===== src/rtl/ram_ctrl_pkg.sv =====
// Shared types and constants for the RAM burst controller and its read FIFO.
package ram_ctrl_pkg;

    localparam int unsigned ADDR_W_DEF = 16;
    localparam int unsigned DATA_W_DEF = 32;
    localparam int unsigned LEN_W_DEF  = 4;

    // Read-return FIFO sizing: three entries cover issue -> RAM -> FIFO -> consumer.
    localparam int unsigned FIFO_DEPTH = 3;
    localparam int unsigned PTR_W      = 2;
    localparam int unsigned CNT_W      = 2;

    typedef enum logic [1:0] {
        ST_IDLE  = 2'd0,
        ST_WRITE = 2'd1,
        ST_READ  = 2'd2,
        ST_DRAIN = 2'd3
    } state_t;

    // Circular pointer advance for a non-power-of-two depth.
    function automatic logic [PTR_W-1:0] ptr_inc(input logic [PTR_W-1:0] p);
        return (p == PTR_W'(FIFO_DEPTH - 1)) ? '0 : p + PTR_W'(1);
    endfunction

endpackage


===== src/rtl/ram_rd_fifo.sv =====
// Small read-return FIFO holding {last, data} beats between RAM and consumer.
module ram_rd_fifo
    import ram_ctrl_pkg::*;
#(
    parameter int unsigned W = DATA_W_DEF + 1
) (
    input  logic             clk,
    input  logic             rst,
    input  logic             push,
    input  logic [W-1:0]     push_data,
    input  logic             pop,
    output logic [W-1:0]     pop_data,
    output logic [CNT_W-1:0] count,
    output logic             empty,
    output logic             full
);

    logic [W-1:0]     mem [FIFO_DEPTH];
    logic [PTR_W-1:0] wr_ptr;
    logic [PTR_W-1:0] rd_ptr;
    logic             do_push;
    logic             do_pop;

    assign empty    = (count == '0);
    assign full     = (count == CNT_W'(FIFO_DEPTH));
    assign do_push  = push & ~full;
    assign do_pop   = pop & ~empty;
    assign pop_data = mem[rd_ptr];

    // Pointers and occupancy; a simultaneous push and pop leaves count unchanged.
    always_ff @(posedge clk or posedge rst) begin
        if (rst) begin
            wr_ptr <= '0;
            rd_ptr <= '0;
            count  <= '0;
        end else begin
            if (do_push) wr_ptr <= ptr_inc(wr_ptr);
            if (do_pop)  rd_ptr <= ptr_inc(rd_ptr);
            case ({do_push, do_pop})
                2'b10:   count <= count + CNT_W'(1);
                2'b01:   count <= count - CNT_W'(1);
                default: count <= count;
            endcase
        end
    end

    // Storage needs no reset; empty entries are never presented.
    always_ff @(posedge clk) begin
        if (do_push) mem[wr_ptr] <= push_data;
    end

endmodule


===== src/rtl/ram_burst_ctrl.sv =====
// Burst command sequencer in front of a single-port RAM with registered read data.
module ram_burst_ctrl
    import ram_ctrl_pkg::*;
#(
    parameter int unsigned ADDR_W = ADDR_W_DEF,
    parameter int unsigned DATA_W = DATA_W_DEF,
    parameter int unsigned LEN_W  = LEN_W_DEF
) (
    input  logic              clk,
    input  logic              rst,
    input  logic              req_valid,
    output logic              req_ready,
    input  logic              req_write,
    input  logic [ADDR_W-1:0] req_addr,
    input  logic [LEN_W-1:0]  req_len,
    input  logic              wr_valid,
    output logic              wr_ready,
    input  logic [DATA_W-1:0] wr_data,
    output logic              rd_valid,
    input  logic              rd_ready,
    output logic [DATA_W-1:0] rd_data,
    output logic              rd_last,
    output logic [ADDR_W-1:0] ram_addr,
    output logic [DATA_W-1:0] ram_din,
    output logic              ram_rw,
    input  logic [DATA_W-1:0] ram_dout,
    output logic              busy
);

    state_t             state;
    state_t             state_nxt;
    logic [ADDR_W-1:0]  cur_addr;
    logic [LEN_W-1:0]   beats_left;
    logic               inflight;
    logic               inflight_last;
    logic               accept;
    logic               issue;
    logic               wbeat;
    logic               credit_ok;
    logic               drain_done;
    logic               fifo_pop;
    logic               fifo_empty;
    logic               fifo_full;
    logic [CNT_W-1:0]   fifo_count;
    logic [DATA_W:0]    fifo_head;

    // Credits count the beat already travelling through the RAM, so the FIFO cannot overflow.
    assign credit_ok  = ~fifo_full &
                        (((CNT_W+1)'(fifo_count) + (CNT_W+1)'(inflight)) < (CNT_W+1)'(FIFO_DEPTH));
    assign fifo_pop   = rd_ready & ~fifo_empty;
    assign drain_done = ~inflight & (fifo_empty | ((fifo_count == CNT_W'(1)) & fifo_pop));

    assign rd_valid = ~fifo_empty;
    assign rd_data  = fifo_empty ? '0 : fifo_head[DATA_W-1:0];
    assign rd_last  = ~fifo_empty & fifo_head[DATA_W];

    // State register.
    always_ff @(posedge clk or posedge rst) begin
        if (rst) state <= ST_IDLE;
        else     state <= state_nxt;
    end

    // Next state, handshakes and RAM bus decode.
    always_comb begin
        state_nxt = state;
        req_ready = 1'b0;
        wr_ready  = 1'b0;
        ram_rw    = 1'b1;
        ram_addr  = cur_addr;
        ram_din   = '0;
        accept    = 1'b0;
        issue     = 1'b0;
        wbeat     = 1'b0;
        busy      = (state != ST_IDLE);
        case (state)
            ST_IDLE: begin
                req_ready = 1'b1;
                if (req_valid) begin
                    accept    = 1'b1;
                    state_nxt = req_write ? ST_WRITE : ST_READ;
                end
            end
            ST_WRITE: begin
                wr_ready = 1'b1;
                ram_din  = wr_data;
                if (wr_valid) begin
                    ram_rw = 1'b0;
                    wbeat  = 1'b1;
                    if (beats_left == '0) state_nxt = ST_IDLE;
                end
            end
            ST_READ: begin
                if (credit_ok) begin
                    issue = 1'b1;
                    if (beats_left == '0) state_nxt = ST_DRAIN;
                end
            end
            ST_DRAIN: begin
                if (drain_done) state_nxt = ST_IDLE;
            end
            default: state_nxt = ST_IDLE;
        endcase
    end

    // Burst address/length tracking and the one-cycle read-latency tag.
    always_ff @(posedge clk or posedge rst) begin
        if (rst) begin
            cur_addr      <= '0;
            beats_left    <= '0;
            inflight      <= 1'b0;
            inflight_last <= 1'b0;
        end else begin
            inflight      <= issue;
            inflight_last <= issue & (beats_left == '0);
            if (accept) begin
                cur_addr   <= req_addr;
                beats_left <= req_len;
            end else if (issue | wbeat) begin
                cur_addr   <= cur_addr + ADDR_W'(1);
                beats_left <= beats_left - LEN_W'(1);
            end
        end
    end

    ram_rd_fifo #(
        .W(DATA_W + 1)
    ) u_fifo (
        .clk       (clk),
        .rst       (rst),
        .push      (inflight),
        .push_data ({inflight_last, ram_dout}),
        .pop       (fifo_pop),
        .pop_data  (fifo_head),
        .count     (fifo_count),
        .empty     (fifo_empty),
        .full      (fifo_full)
    );

endmodule


===== config.mk =====
export PLATFORM = sky130hd
export DESIGN_NAME = ram_burst_ctrl
export DESIGN_NICKNAME = d
export VERILOG_FILES = /design/src/rtl/ram_ctrl_pkg.sv /design/src/rtl/ram_rd_fifo.sv /design/src/rtl/ram_burst_ctrl.sv
export SDC_FILE = /design/constraint.sdc
export NUM_CORES = 1
export LEC_CHECK = 0
export ABC_AREA = 1
export CORE_MARGIN = 4
export CORE_UTILIZATION = 45
export DETAILED_ROUTE_END_ITERATION = 8
export DONT_BUFFER_PORTS = 1
export REMOVE_ABC_BUFFERS = 1
export SLEW_MARGIN = 20
export SYNTH_ARGS = -nofsm -noshare
export SYNTH_HDL_FRONTEND = slang
export SYNTH_SLANG_ARGS = --single-unit

===== constraint.sdc =====
create_clock -name clk -period 4.5 [get_ports clk]
set_input_delay 0.9 -clock clk [delete_from_list [all_inputs] [get_ports clk]]
set_output_delay 0.9 -clock clk [all_outputs]
set_load 0.005 [all_outputs]

After elaboration in Yosys (flattened, before gate mapping)
Memory sizes are Yosys's and may differ from the RTL's.
Index checks and enable logic that the tools add are counted.

cells by class
  $add $sub $neg = 7
  $lt $le $gt $ge = 1
  eq/ne operators = 15
  muxes and demuxes = 29
  bitwise gates (word level) = 13
  reduce and logical (&&, ||, !) cells = 7

operators with widths
  operator                                                               number
  32-bit two-way mux                                                     2
  16-bit two-way mux                                                     2
  2-bit two-way mux                                                      9
  16-bit by 1-bit adder with 16-bit output (second input constant)       1
  2-bit == test (second input constant)                                  6
  1-bit two-way mux                                                      12
  2-bit inequality test (second input constant)                          6
  1-bit bitwise AND                                                      8
  4-bit two-way mux                                                      2
  2-bit case mux with 4 select lines                                     1
  2-bit by 1-bit adder with 2-bit output (second input constant)         3
  2-bit by 1-bit == test with 1-bit output (second input constant)       3
  6-bit AND reduction                                                    1
  2-bit nonzero test                                                     3
  2-bit logical NOT                                                      2
  4-bit logical NOT                                                      1
  2-bit case mux with 2 select lines                                     1
  4-bit by 1-bit subtractor with 4-bit output (second input constant)    1
  2-bit by 1-bit adder with 3-bit output                                 1
  3-bit by 2-bit < comparator with 1-bit output (second input constant)  1
  1-bit NOT                                                              3
  1-bit OR                                                               2
  2-bit by 1-bit subtractor with 2-bit output (second input constant)    1

word-level totals
  register bits after elaboration = 30
  memory bits (writable) = 99
  output and inout bits = 86
  logic and storage cells = 81
  memories = 1

memory list
  memory      words  bits a word  rd ports  clocked after Yosys merged registers in  wr ports  line               RTL
  u_fifo.mem  3      33           1         0                                        1         ram_rd_fifo.sv:18  logic [W-1:0] mem [FIFO_DEPTH];

Longest topological paths before layout
Gate-level depths: netlist of run 1.

  depth after elaboration = 8
  gate-level depth with buffers = 11
  mapped depth without buffers = 11

By module
Synthesis of run 1 repeated with hierarchy kept, for this count alone.

unflattened totals
  cells, all modules = 695
  area total of the unflattened synthesis = 6142.1 um^2

modules (own cells, without submodules)
  module          times used  cells each  area each (um^2)  seq. area each (um^2)
  ram_rd_fifo     1           285         3892.5            3123.0
  ram_burst_ctrl  1           410         2249.7            600.6

Worst setup path after synthesis of run 1
No wires, ideal clock.

  kind = register -> register
  start point = register u_fifo.count[0]
  end point = memory u_fifo.mem[0][0] in the netlist's numbering, enable pin
  setup time = 466 ps
  arrival = 3196 ps
  required time = 4034 ps
  setup slack = 838 ps
  stages on the path, launching flop included = 5
  clock period less this slack = 3662 ps
  cell sequence = dfrtp_1 > ha_1 > nor2_1 > inv_1 > nor3_1

on the way
  longest elaborated chain between the ends = 5

RTL lines
  what                                     line               RTL
  start: declaration                       ram_rd_fifo.sv:13  output logic [CNT_W-1:0] count,
  start signal: assignment                 ram_rd_fifo.sv:40  2'b10: count <= count + CNT_W'(1);
  start signal: assignment                 ram_rd_fifo.sv:41  2'b01: count <= count - CNT_W'(1);
  start signal: assignment                 ram_rd_fifo.sv:42  default: count <= count;
  2-bit == test                            ram_rd_fifo.sv:25  assign full = (count == CNT_W'(FIFO_DEPTH));
  1-bit NOT                                ram_rd_fifo.sv:26  assign do_push = push & ~full;
  1-bit bitwise AND                        ram_rd_fifo.sv:26
  1-bit two-way mux                        ram_rd_fifo.sv:49  if (do_push) mem[wr_ptr] <= push_data;
  1-bit two-way mux (not written as such)  ram_rd_fifo.sv:49
  end: declaration                         ram_rd_fifo.sv:18

Every way passes these cells.

Worst setup path after layout of run 1
  start point = register u_fifo.rd_ptr[1]
  end point = output rd_data[9]

on the way
  longest elaborated chain between the ends = 2

RTL lines
  what                      line                  RTL
  start: declaration        ram_rd_fifo.sv:20     logic [PTR_W-1:0] rd_ptr;
  start signal: assignment  ram_rd_fifo.sv:38     if (do_pop) rd_ptr <= ptr_inc(rd_ptr);
  memory read 3 x 33 bit    --
  32-bit two-way mux        ram_burst_ctrl.sv:54  assign rd_data = fifo_empty ? '0 : fifo_head[DATA_W-1:0];
  end: declaration          ram_burst_ctrl.sv:21  output logic [DATA_W-1:0] rd_data,

Every way passes these cells.

==> qor.yml, run 1 <==
outcome: "finished, final reports clean"
synthCells: 682
fin_ws_ns: 1.36
die_w_um: 125
postCtsSetupBuffers: 0
tns_ns: 0
hp-start: "inflight_last"
synth_flop_cell: "edfxtp_1"
start_util_pct: 46.2
antenna_found_initial: 1
drv_slew: 0
critPathRequiredTime_ns: 3.60
via_per_inst: 4.95
wl_met1_um: 5630
slew_headroom_pct: 42.3
tritoncts: "yes"
ant_nets: 0
post-route-util_pct: 51.5
skew_ns: 0.00643
holdCritPathClass: "flop to flop"
wl_per_cell_um: 15.6
dp.cells: 846
finalHoldViolations: 0
htree_levels: 4
pwr-share-comb_pct: 37.2
synth_edf_count: 99
cts_resized: 0
clock-root-buffer: "clkbuf_16"
routed_wl_um: 13600
drive_gt1_share_pct: 8.01
clk_path_buf_depth: 2
path_class: "flop to primary output"
fin_crit_ns: 3.14
worst_pin_slew_ns: 0.864
num_rows: 42
switching_share_pct: 39.8
pre_cts_ws_ns: 1.73
rr_startpoint: "u_fifo.count[0]"
worst-path-max-fanout: 25
synth.avg_cell_area_um2: 9.00
powerDensity_mw_per_mm2: 675
layout.nets: 787
drtIter0Drc: 251
core_mm2: 0.0133
area_growth_pct: 11.5
async_flop_share_pct: 23.3
clock.fmax_mhz: 318
stdcell_count: 876
yosysUniqueCellTypes: 33
routed-wl-met3_um: 1120
intPower_mw: 2.78
boundaryPins: 176
grt_pass1_wl_um: 21800
netSwitchingPower_mw: 1.84
vias: 4333
clkPwrFrac_pct: 25.6
synth.most_common_cell: "nand2_1"
postCtsHoldBufs: 0
gp_routability_congestion: 0.839
ys_top_cells_by_count: "nand2_1, inv_1, edfxtp_1"
drc_errors: 0
cap_violations: 0
reg2regPathDepth: 9
cp.arrival_ns: 2.24
ys_seq_area_share_pct: 60.6
grt_max_degree: 36
startpoint_type: "flop"
firstDrtPassIters: 7
cts_sinks: 129
synth_area_leaders: "edfxtp_1, nand2_1, dfrtp_1"
grtUsageTotal_pct: 17.6
die-area_mm2: 0.0156
insertion_delay_ns: 0.40
yosysWarnings: 0
setup_viol: 0
synth_top_area_share_pct: 48.4
holdWs_ns: 0.469
synth_top_cell_by_area: "edfxtp_1"
p_leak_nw: 3.13
dp_hpwl_um: 9420
route.met2.wl_um: 6650
cts_buffers: 17
routed.top_layer: "met4"
ys_ff_latch: 129
dieHeight_um: 125
grt_setup_unrepaired: "false"
nFillCells: 1208
post-route-period-util_pct: 69.8
grt_overflow: 0
synth_area_mm2: 0.00614
clk_pin_slew_ns: 0.05
grt_pass1_vias: 4281
min_path_cells: 0
critPathCaptureType: "primary output"
portBuffers: 0
worst_ir_drop_vdd_v: 0.000325
pwr-share-seq_pct: 37.2
timing.critical_path.from: "u_fifo.rd_ptr[1]"
-- logic make-up after synthesis --
logic type | count (synthesis) | share of synthesized area [%]
XOR/XNOR | 4 | 0.571
AO/OA/AOI/OAI | 33 | 3.16
AND/OR/NAND/NOR | 373 | 25.2
adder cells (fa/ha/maj) | 8 | 1.63
flip-flops | 129 | 60.6
buffers and inverters | 135 | 8.76
-- flip-flops by register name (all words and copies together), names as in the netlist --
| signal | count |
|---|---|
| u_fifo.count | 2 |
| inflight_last | 1 |
| u_fifo.wr_ptr | 2 |
| u_fifo.mem | 99 |
| u_fifo.rd_ptr | 2 |
| ram_addr | 16 |
| beats_left | 4 |
| state | 2 |
| inflight | 1 |
-- final timing paths --
check / slack, ns / endpoint
max: 1.36 / rd_data[9]
min: 0.47 / u_fifo.mem[2][32]
max reg2reg: 2.62 / ram_addr[12]
min reg2reg: 0.47 / u_fifo.mem[2][32]
max in group asynchronous: 3.68 / ram_addr[4]
min in group asynchronous: 0.52 / u_fifo.rd_ptr[0]
-- metrics by stage --
| step | power (mW) | area (um2) |
|---|---|---|
| after CTS | 4.69 | 6850 |
| after global placement | 3.43 | 6340 |
| after detailed placement | 3.50 | 6340 |
| final | 4.62 | 6850 |
| after global routing | 5.02 | 6850 |
| after floorplan | 2.99 | 6020 |
-- critical path: stages (launching register included) --
cell      delay (ns)
dfrtp_1         0.34
inv_1           0.06
nand2_1         0.07
clkinv_1        0.63
buf_4           0.45
nand2_1         0.08
nand3_1         0.09
nand2_1         0.07
inv_1           0.05
-- layout by cell type (no fill, tap or decap), types with 4 or more instances in the layout --
cell and instances:
a21oi_1 4, buf_4 11, clkbuf_16 17, clkinv_1 7, clkinv_2 4, dfrtp_1 30
edfxtp_1 99, ha_1 8, inv_1 105, inv_2 4, nand2_1 223, nand3_1 57
nand4_1 4, nor2_1 70, nor2_2 5, o21ai_0 18
-- power groups by stage --
stage / registers (mW) / logic, mW / clock network, mW
floorplan: 1.72 / 1.28 / 0
global placement: 1.74 / 1.70 / 0
detailed placement: 1.74 / 1.75 / 0
CTS: 1.72 / 1.76 / 1.21
global route: 1.76 / 2.00 / 1.27
finish: 1.72 / 1.72 / 1.18
-- per-layer routing --
| metal | up-vias | GRT usage (%) |
|---|---|---|
| li1 | 2163 | - |
| met2 | 132 | 28.8 |
| met5 | - | 0 |
| met4 | 0 | 6.25 |
| met1 | 2021 | 21.4 |
| met3 | 17 | 6.86 |
-- cell type report --
cell class	instances	area [um2]	area share, %
Sequential cell	129	3720	54.4
Antenna cell	1	2.50	0.0365
Multi-Input combinational cell	418	1890	27.7
Clock inverter	10	72.6	1.06
Clock buffer	19	433	6.32
Timing Repair Buffer	11	82.6	1.21
Tap cell	176	220	3.22
Inverter	112	420	6.14
Power figures use the tool's default switching activity.
==> inputs of run 2 (changes only) <==
- clock period: 4.5 -> 2.6 ns (I/O delays scaled with it)
==> run 2 against run 1 <==
Effect of this change: global-route usage down 0.13 points; largest power group is now combinational cells; flip-flop and latch count unchanged; clock power grew 88%; combinational power is 75% higher.
==> qor.yml, run 2 (same netlist as run 1, synthesis figures left out) <==
drv_slew: 0  # unchanged
ant_nets: 0  # unchanged
tritoncts: "yes"
grt_overflow: 0  # unchanged
routed_wl_um: 13600  # about the same
area_growth_pct: 12.5
regMostFlops: "u_fifo.mem"
critPathCaptureType: "primary output"
timing.critical_path.from: "state[0]"
rr_startpoint: "u_fifo.count[0]"
cp.arrival_ns: 1.83  # -0.41 ns
num_rows: 42  # unchanged
portBuffers: 0  # unchanged
antennaDiodeCount: 0  # -1
cts_buffers: 17  # unchanged
layout_common_cells: "nand2_1, inv_1, edfxtp_1"
boundaryPins: 176  # unchanged
pre_cts_ws_ns: 0.655  # -1.07 ns
grt_pass1_vias: 4273  # -0.19%
post-route-period-util_pct: 90.4
skew_ns: 0.0172  # +0.0108 ns
wl_per_cell_um: 15.5  # -0.22%
start_util_pct: 46.2  # unchanged
critPathRequiredTime_ns: 2.08  # -1.52 ns
via_per_inst: 4.95  # about the same
die_w_um: 125  # unchanged
holdCritPathClass: "input port to async pin"
clk_pin_slew_ns: 0.06  # about the same
grt_setup_unrepaired: "false"
insertion_delay_ns: 0.42  # +0.02 ns
dp_hpwl_um: 9050  # -3.9%
worst_ir_drop_vdd_v: 0.000515  # +58%
htree_levels: 4  # unchanged
worst_pin_slew_ns: 0.842  # -0.0221 ns
core_mm2: 0.0133  # unchanged
fin_ws_ns: 0.250  # -1.11 ns
p_leak_nw: 3.15  # +0.62%
holdWs_ns: 0.107  # -0.363 ns
cap_violations: 0  # unchanged
tns_ns: 0  # unchanged
slew_headroom_pct: 43.8  # +1.5 points
cts_resized: 0  # unchanged
fin_total_pwr_mw: 8.20  # +77%
vias: 4345  # +0.28%
antenna_found_initial: 0  # -1
largest_reg_flops: 99  # unchanged
dieHeight_um: 125  # unchanged
postCtsHoldBufs: 0  # unchanged
firstDrtPassIters: 4  # -3
final_common_cell: "nand2_1"
clk_path_buf_depth: 2  # unchanged
startpoint_type: "flop"
outcome: "finished, final reports clean"
clock-root-buffer: "clkbuf_16"
r2r_slack_ns: 0.64  # -1.98 ns
grt_pass1_wl_um: 21700  # -0.79%
drtIter0Drc: 220  # -12%
die-area_mm2: 0.0156  # unchanged
dp.cells: 846  # unchanged
grtUsageTotal_pct: 17.5  # -0.13 points
drive_gt1_share_pct: 8.40  # +0.39 points
gp_routability_congestion: 0.826  # -1.5%
clock.fmax_mhz: 426
powerDensity_mw_per_mm2: 1190  # +76%
grt_max_degree: 35  # -2.8%
finalHoldViolations: 0  # unchanged
setup_viol: 0  # unchanged
path_class: "flop to primary output"
stdcell_count: 878  # +0.23%
cts_sinks: 129  # unchanged
drc_errors: 0  # unchanged
fin_crit_ns: 2.35
worst-path-max-fanout: 32  # +28%
layout.nets: 787  # unchanged
postCtsSetupBuffers: 0  # unchanged
run 2: cell types whose count changed in the layout (fill, tap and decap cells not counted):
cell        previous run  this run
clkinv_2               4         3
clkbuf_1               2         3
clkinv_4               0         1
buf_12                 0         1
diode_2                1         0
buf_4                 11        10
bufinv_16              1         2
clkinvlp_4             1         3
clkinv_1               7         6
run 2: path summary, 6_finish.rpt:
kind	to	cells past startpoint
worst max-delay path	ram_din[13]	4
worst min-delay path	ram_addr[10]	2
worst max register to register	u_fifo.mem[0][28]	5
worst min register to register	u_fifo.mem[2][32]	0
max in group asynchronous	ram_addr[9]	2
min in group clk	u_fifo.mem[2][13]	0
run 2: through the flow:
step	cell area (um2)	util, %
global route	6910	52.0
detailed placement	6350	47.8
floorplan	6020	-
CTS	6910	52.0
global placement	6350	47.8
finish	6910	52.0
run 2: power by group:
part / switching [mW] / leakage [nW] / internal (mW)
logic: 2.09 / 1.62 / 0.926
clock network: 0.824 / 0.262 / 1.39
registers: 0.339 / 1.26 / 2.64
run 2: cell type report:
class	instances	area (um2)
inverter	112	420
sequential	129	3720
timing repair buffer	11	95.1
tap	176	220
fill	1205	6390
multi-input combinational	418	1890
clock inverter	12	118
clock buffer	20	437
run 2: worst max-delay path, cell delays in order (launching register included):
cell and delay, ns:
dfrtp_1 0.46, inv_2 0.07, nor2_4 0.19, inv_1 0.40, nor2_1 0.29
run 2: per-layer routing:
layer / vias up / share of wire, % / wire length [um] / GRT usage, %
met5: - / 0 / 0 / 0
met2: 135 / 50 / 6800 / 29.1
met1: 2033 / 41 / 5600 / 20.3
li1: 2166 / - / - / -
met3: 11 / 8.0 / 1090 / 7.76
met4: 0 / 1.0 / 141 / 5.61
